**src/rtl/m_dist5.sv**
```systemverilog
// Five-way destination distributor: words enter a small circular FIFO and the head is
// steered to the source port named by its 3-bit dest; dests 5..7 are discarded and counted.
`ifndef WORD_BITS
`define WORD_BITS 32
`endif

module m_dist5 #(
    parameter int p_st_bits = `WORD_BITS,
    parameter int p_depth   = 4
) (
    input  logic                       clk,
    input  logic                       rst,
    input  logic [p_st_bits-1:0]       iSnk0Data,
    input  logic [2:0]                 iSnk0Dest,
    input  logic                       iSnk0Valid,
    output logic                       oSnk0Ready,
    output logic [p_st_bits-1:0]       oSrc0Data,
    output logic [p_st_bits-1:0]       oSrc1Data,
    output logic [p_st_bits-1:0]       oSrc2Data,
    output logic [p_st_bits-1:0]       oSrc3Data,
    output logic [p_st_bits-1:0]       oSrc4Data,
    output logic                       oSrc0Valid,
    output logic                       oSrc1Valid,
    output logic                       oSrc2Valid,
    output logic                       oSrc3Valid,
    output logic                       oSrc4Valid,
    input  logic                       iSrc0Ready,
    input  logic                       iSrc1Ready,
    input  logic                       iSrc2Ready,
    input  logic                       iSrc3Ready,
    input  logic                       iSrc4Ready,
    output logic [$clog2(p_depth):0]   oCount,
    output logic [7:0]                 oDropCnt
);

    localparam int c_aw = $clog2(p_depth);

    logic [p_st_bits-1:0] r_data [p_depth];
    logic [2:0]           r_dest [p_depth];
    logic [c_aw-1:0]      r_rd_ptr;
    logic [c_aw-1:0]      r_wr_ptr;
    logic [c_aw:0]        r_count;
    logic [7:0]           r_drop_cnt;

    logic [p_st_bits-1:0] w_head_data;
    logic [2:0]           w_head_dest;
    logic                 w_nonempty;
    logic                 w_illegal;
    logic [4:0]           w_valid;
    logic [4:0]           w_src_ready;
    logic                 w_push;
    logic                 w_pop;

    assign w_head_data = r_data[r_rd_ptr];
    assign w_head_dest = r_dest[r_rd_ptr];
    assign w_nonempty  = (r_count != '0);
    assign w_illegal   = w_nonempty && (w_head_dest > 3'd4);
    assign w_src_ready = {iSrc4Ready, iSrc3Ready, iSrc2Ready, iSrc1Ready, iSrc0Ready};

    always_comb begin
        w_valid = '0;
        for (int n = 0; n < 5; n++) begin
            w_valid[n] = w_nonempty && (w_head_dest == 3'(n));
        end
    end

    // Depth is a power of two, so the count MSB is set exactly when the FIFO is full.
    assign oSnk0Ready = ~r_count[c_aw];
    assign w_push     = iSnk0Valid && oSnk0Ready;
    assign w_pop      = w_illegal || (|(w_valid & w_src_ready));

    assign oSrc0Valid = w_valid[0];
    assign oSrc1Valid = w_valid[1];
    assign oSrc2Valid = w_valid[2];
    assign oSrc3Valid = w_valid[3];
    assign oSrc4Valid = w_valid[4];
    assign oSrc0Data  = w_valid[0] ? w_head_data : '0;
    assign oSrc1Data  = w_valid[1] ? w_head_data : '0;
    assign oSrc2Data  = w_valid[2] ? w_head_data : '0;
    assign oSrc3Data  = w_valid[3] ? w_head_data : '0;
    assign oSrc4Data  = w_valid[4] ? w_head_data : '0;
    assign oCount     = r_count;
    assign oDropCnt   = r_drop_cnt;

    // Storage needs no reset: an empty count hides stale entries.
    always_ff @(posedge clk) begin
        if (w_push && rst) begin
            r_data[r_wr_ptr] <= iSnk0Data;
            r_dest[r_wr_ptr] <= iSnk0Dest;
        end
    end

    always_ff @(posedge clk or negedge rst) begin
        if (!rst) begin
            r_rd_ptr   <= '0;
            r_wr_ptr   <= '0;
            r_count    <= '0;
            r_drop_cnt <= '0;
        end else begin
            if (w_push) begin
                r_wr_ptr <= r_wr_ptr + 1'b1;
            end
            if (w_pop) begin
                r_rd_ptr <= r_rd_ptr + 1'b1;
            end
            case ({w_push, w_pop})
                2'b10:   r_count <= r_count + 1'b1;
                2'b01:   r_count <= r_count - 1'b1;
                default: r_count <= r_count;
            endcase
            if (w_illegal && (r_drop_cnt != 8'hFF)) begin
                r_drop_cnt <= r_drop_cnt + 1'b1;
            end
        end
    end

endmodule

```
**config.mk**
```make
export PLATFORM = sky130hd
export DESIGN_NAME = m_dist5
export DESIGN_NICKNAME = d
export VERILOG_FILES = /design/src/rtl/m_dist5.sv
export SDC_FILE = /design/constraint.sdc
export NUM_CORES = 1
export LEC_CHECK = 0
export ABC_AREA = 1
export BUFFER_PORTS_ARGS = -buffer_cell sky130_fd_sc_hd__buf_2
export CORE_UTILIZATION = 46
export CTS_BUF_LIST = sky130_fd_sc_hd__clkbuf_4 sky130_fd_sc_hd__clkbuf_8 sky130_fd_sc_hd__clkbuf_16
export CTS_CLUSTER_DIAMETER = 50
export CTS_CLUSTER_SIZE = 20
export DETAILED_ROUTE_END_ITERATION = 8
export PLACE_DENSITY = 0.87
export REMOVE_ABC_BUFFERS = 1
export SYNTH_ARGS = -nofsm -noshare
export SYNTH_HDL_FRONTEND = slang
export SYNTH_SLANG_ARGS = --single-unit
```
**constraint.sdc**
```tcl
create_clock -name clk -period 2.9 [get_ports clk]
set_clock_uncertainty 0.15 [all_clocks]
set_input_delay 0.29 -clock clk [delete_from_list [all_inputs] [get_ports clk]]
set_output_delay 0.29 -clock clk [all_outputs]
set_load 0.01 [all_outputs]
```
==> results.json <==
{
  "status": "complete, no violations",
  "grt_pass1_wl_mm": 26.2,
  "cts_inserted_buffers": 17,
  "total_power_mw": 10.0,
  "p_leak_nw": 4.22,
  "cp-start-kind": "flop",
  "area_delta_synth_final_pct": 33.0,
  "grt_max_degree": 36,
  "port-buffer-count": 219,
  "dr_total_vias": 5714,
  "period_share": 0.958,
  "yosysMostFrequentCell": "nor2_1",
  "core_area_um2": 14800,
  "grt_antenna_before_repair": 1,
  "p_clk_frac": 0.228,
  "slew_headroom": 0.610,
  "critPathRequiredTime_ns": 3.04,
  "p_sw_frac": 0.417,
  "cts.sink_count": 155,
  "viasPerCell": 5.18,
  "cp_slowest_stage_delay_ns": 0.47,
  "multi_input_area_um2": 2170,
  "cp-startpoint": "r_rd_ptr[0]",
  "drive_above_1_share": 0.347,
  "tns_ns": 0,
  "cts-root-buf": "clkbuf_16",
  "dr.pass1.iters": 5,
  "tightest_slew_ns": 0.586,
  "ir_worst_vdd_mv": 0.666,
  "grt-ovfl-total": 0,
  "postRouteAntennaNets": 0,
  "share_comb_of_total_power": 0.486,
  "min_from": "iSnk0Valid",
  "worstSetupPathType": "reg -> reg",
  "synth_async_sr_flop_share": 0.0968,
  "cp-end-kind": "flop",
  "seqPwrFrac": 0.286,
  "min_path_type": "in -> reg",
  "ys_seq_elements": 155,
  "ios": 220,
  "hpwl_mm": 11.3,
  "yosys-top-cells-area": "edfxtp_1 60%, nor2_1 8.7%, nand2_1 6.9%, dfrtp_1 5.3%, a32o_1 4.5%",
  "yosysTopAreaCell": "edfxtp_1",
  "pre_cts_slack_ns": 0.154,
  "die_y_um": 126,
  "fp.dieW_um": 126,
  "h-tree-depth": 4,
  "ys_warn_count": 0,
  "syn_inst": 646,
  "clk_path_buf_depth": 2,
  "cp_data_arrival_time_ns": 2.92,
  "synth_flop_cell": "edfxtp_1",
  "reg2reg_from": "r_rd_ptr[0]",
  "route.detailed.drc": 0,
  "final_cell_area_um2": 9370,
  "setup_viol": 0,
  "cp_max_fo": 10,
  "fin_ws_ns": 0.121,
  "synth.top_cells.by_count": "163 x nor2_1, 140 x edfxtp_1, 130 x nand2_1",
  "ys_seq_area_frac": 0.650,
  "fmax_mhz": 360,
  "min_period_ns": 2.78,
  "yosysUniqueCellTypes": 30,
  "path_common_cell": "nand2_2",
  "grt_use_total": 0.218,
  "synth_edf_count": 140,
  "finalHoldViolCount": 0,
  "drt_iter0_drc": 462,
  "n_antenna_cell": 0,
  "fin_nets": 958,
  "clkTransAtPathRegs_ns": 0.06,
  "synth.top_cell.area_share": 0.597,
  "worstPathCellList": "inv_2, nand2_1, nand3_2, nand2_2, nand2_2, inv_2, nand2_4, nor2_2, nor2_4, nand2_2, ha_1, inv_1, fa_1, a21oi_1, o21ai_0, xor2_1",
  "post_drt_wl_per_cell_um": 15.9,
  "reg2reg_depth": 16,
  "p_switching_mw": 4.17,
  "timing.max_cap.violations": 0,
  "synth_area_per_cell_um2": 10.9,
  "power_density_nw_per_um2": 1070,
  "globalplace.congestion": 0.856,
  "place_inst": 1033,
  "rows": 44,
  "final_cells": 1104,
  "grt_pass1_vias": 5168,
  "fillers": 1108,
  "min_path_cells": 3,
  "min_to": "r_wr_ptr[1]",
  "clk_latency_ns": 0.42,
  "initial_core_util": 0.478,
  "placed_area_um2": 8360,
  "r2r-end": "oCount[2]",
  "finalCoreUtilization": 0.635,
  "routed_wirelength_mm": 17.5,
  "dieArea_um2": 15800,
  "fin_hold_ws_ns": 0.105,
  "cp_slowest_cell": "dfrtp_2",
  "maxSlewViolCount": 0,
  "cts_tree": "built",
  "intPower_mw": 5.83,
  "regArea_um2": 4580,
  "r2r_setup_slack_ns": 0.12,
  "netlist_area_um2": 7050
}
critical path: cells and delay by family (launching register included):
family	cells	cell delay, ns
AOI/OAI and AO/OA	2	0.28
xor gates and xnor gates	1	0.16
adders and majority gates	2	0.52
buffers and inverters	3	0.29
DFF	1	0.47
and+or+nand+nor	8	0.78
power by group through the flow:
| stage | combinational (mW) | sequential [mW] | clock (mW) |
|---|---|---|---|
| after floorplan | 2.86 | 2.98 | 0 |
| after global placement | 4.59 | 2.89 | 0 |
| after detailed placement | 4.71 | 2.90 | 0 |
| after CTS | 4.78 | 2.86 | 2.31 |
| after global routing | 5.29 | 2.88 | 2.40 |
| final | 4.86 | 2.86 | 2.28 |
flip-flops by register name, summed over array words and instances (netlist names):
register / cells
oDropCnt: 8
r_wr_ptr: 2
r_data: 128
r_dest: 12
oCount: 3
r_rd_ptr: 2
what timing repair did:
action,CTS,global route
resized for setup,1,2
setup buffers,0,4
hold endpoints to repair,155,0
hold buffers,36,0
setup endpoints to repair,32,33
pin swaps,0,0
cells in the final DEF (no fill, tap or decap), types with 10 or more instances in the layout:
cell,synthesis,routed
a32o_1,32,32
clkbuf_16,0,17
buf_2,24,219
buf_4,5,25
nand3_1,12,12
inv_1,18,18
nor2_2,10,10
nor2_1,163,159
dlygate4sd3_1,0,36
nand2_1,130,130
dfrtp_1,15,14
a21oi_1,34,34
edfxtp_1,140,140
area by class of cell:
| cell class | instances | area share |
|---|---|---|
| Sequential cell | 155 | 0.489 |
| Multi-Input combinational cell | 426 | 0.231 |
| Timing Repair Buffer | 281 | 0.178 |
| Clock buffer | 17 | 0.0454 |
| Tap cell | 184 | 0.0246 |
| Clock inverter | 14 | 0.0208 |
| Inverter | 27 | 0.0116 |
logic make-up (layout without fill, tap and decap cells):
| logic type | count (synthesis) | count (layout) | synth area share |
|---|---|---|---|
| AOI/OAI and AO/OA | 69 | 69 | 0.0717 |
| xor gates and xnor gates | 11 | 11 | 0.0137 |
| adders and majority gates | 7 | 7 | 0.0135 |
| buffers and inverters | 65 | 339 | 0.0465 |
| DFF | 155 | 155 | 0.650 |
| muxes | 2 | 2 | 0.00320 |
| and+or+nand+nor | 337 | 337 | 0.201 |
how the worst max path moves through the flow:
stage | cells after the start | slack, ns | endpoint
2_1_floorplan | 16 | -1.54 | oCount[2]
4_1_cts | 10 | 0.03 | oSrc4Data[7]
5_1_grt | 16 | -0.01 | oCount[2]
6_report | 16 | 0.12 | oCount[2]
3_3_place_gp | 16 | 0.26 | oCount[2]
3_5_place_dp | 16 | 0.15 | oCount[2]
metal layers:
| layer | up-vias | wire length (um) | track usage |
|---|---|---|---|
| met5 | - | 13 | 0 |
| met3 | 38 | 884 | 0.0442 |
| met4 | 2 | 430 | 0.0957 |
| li1 | 2724 | - | - |
| met2 | 224 | 9240 | 0.387 |
| met1 | 2726 | 6960 | 0.257 |
Power figures use the tool's default switching activity.
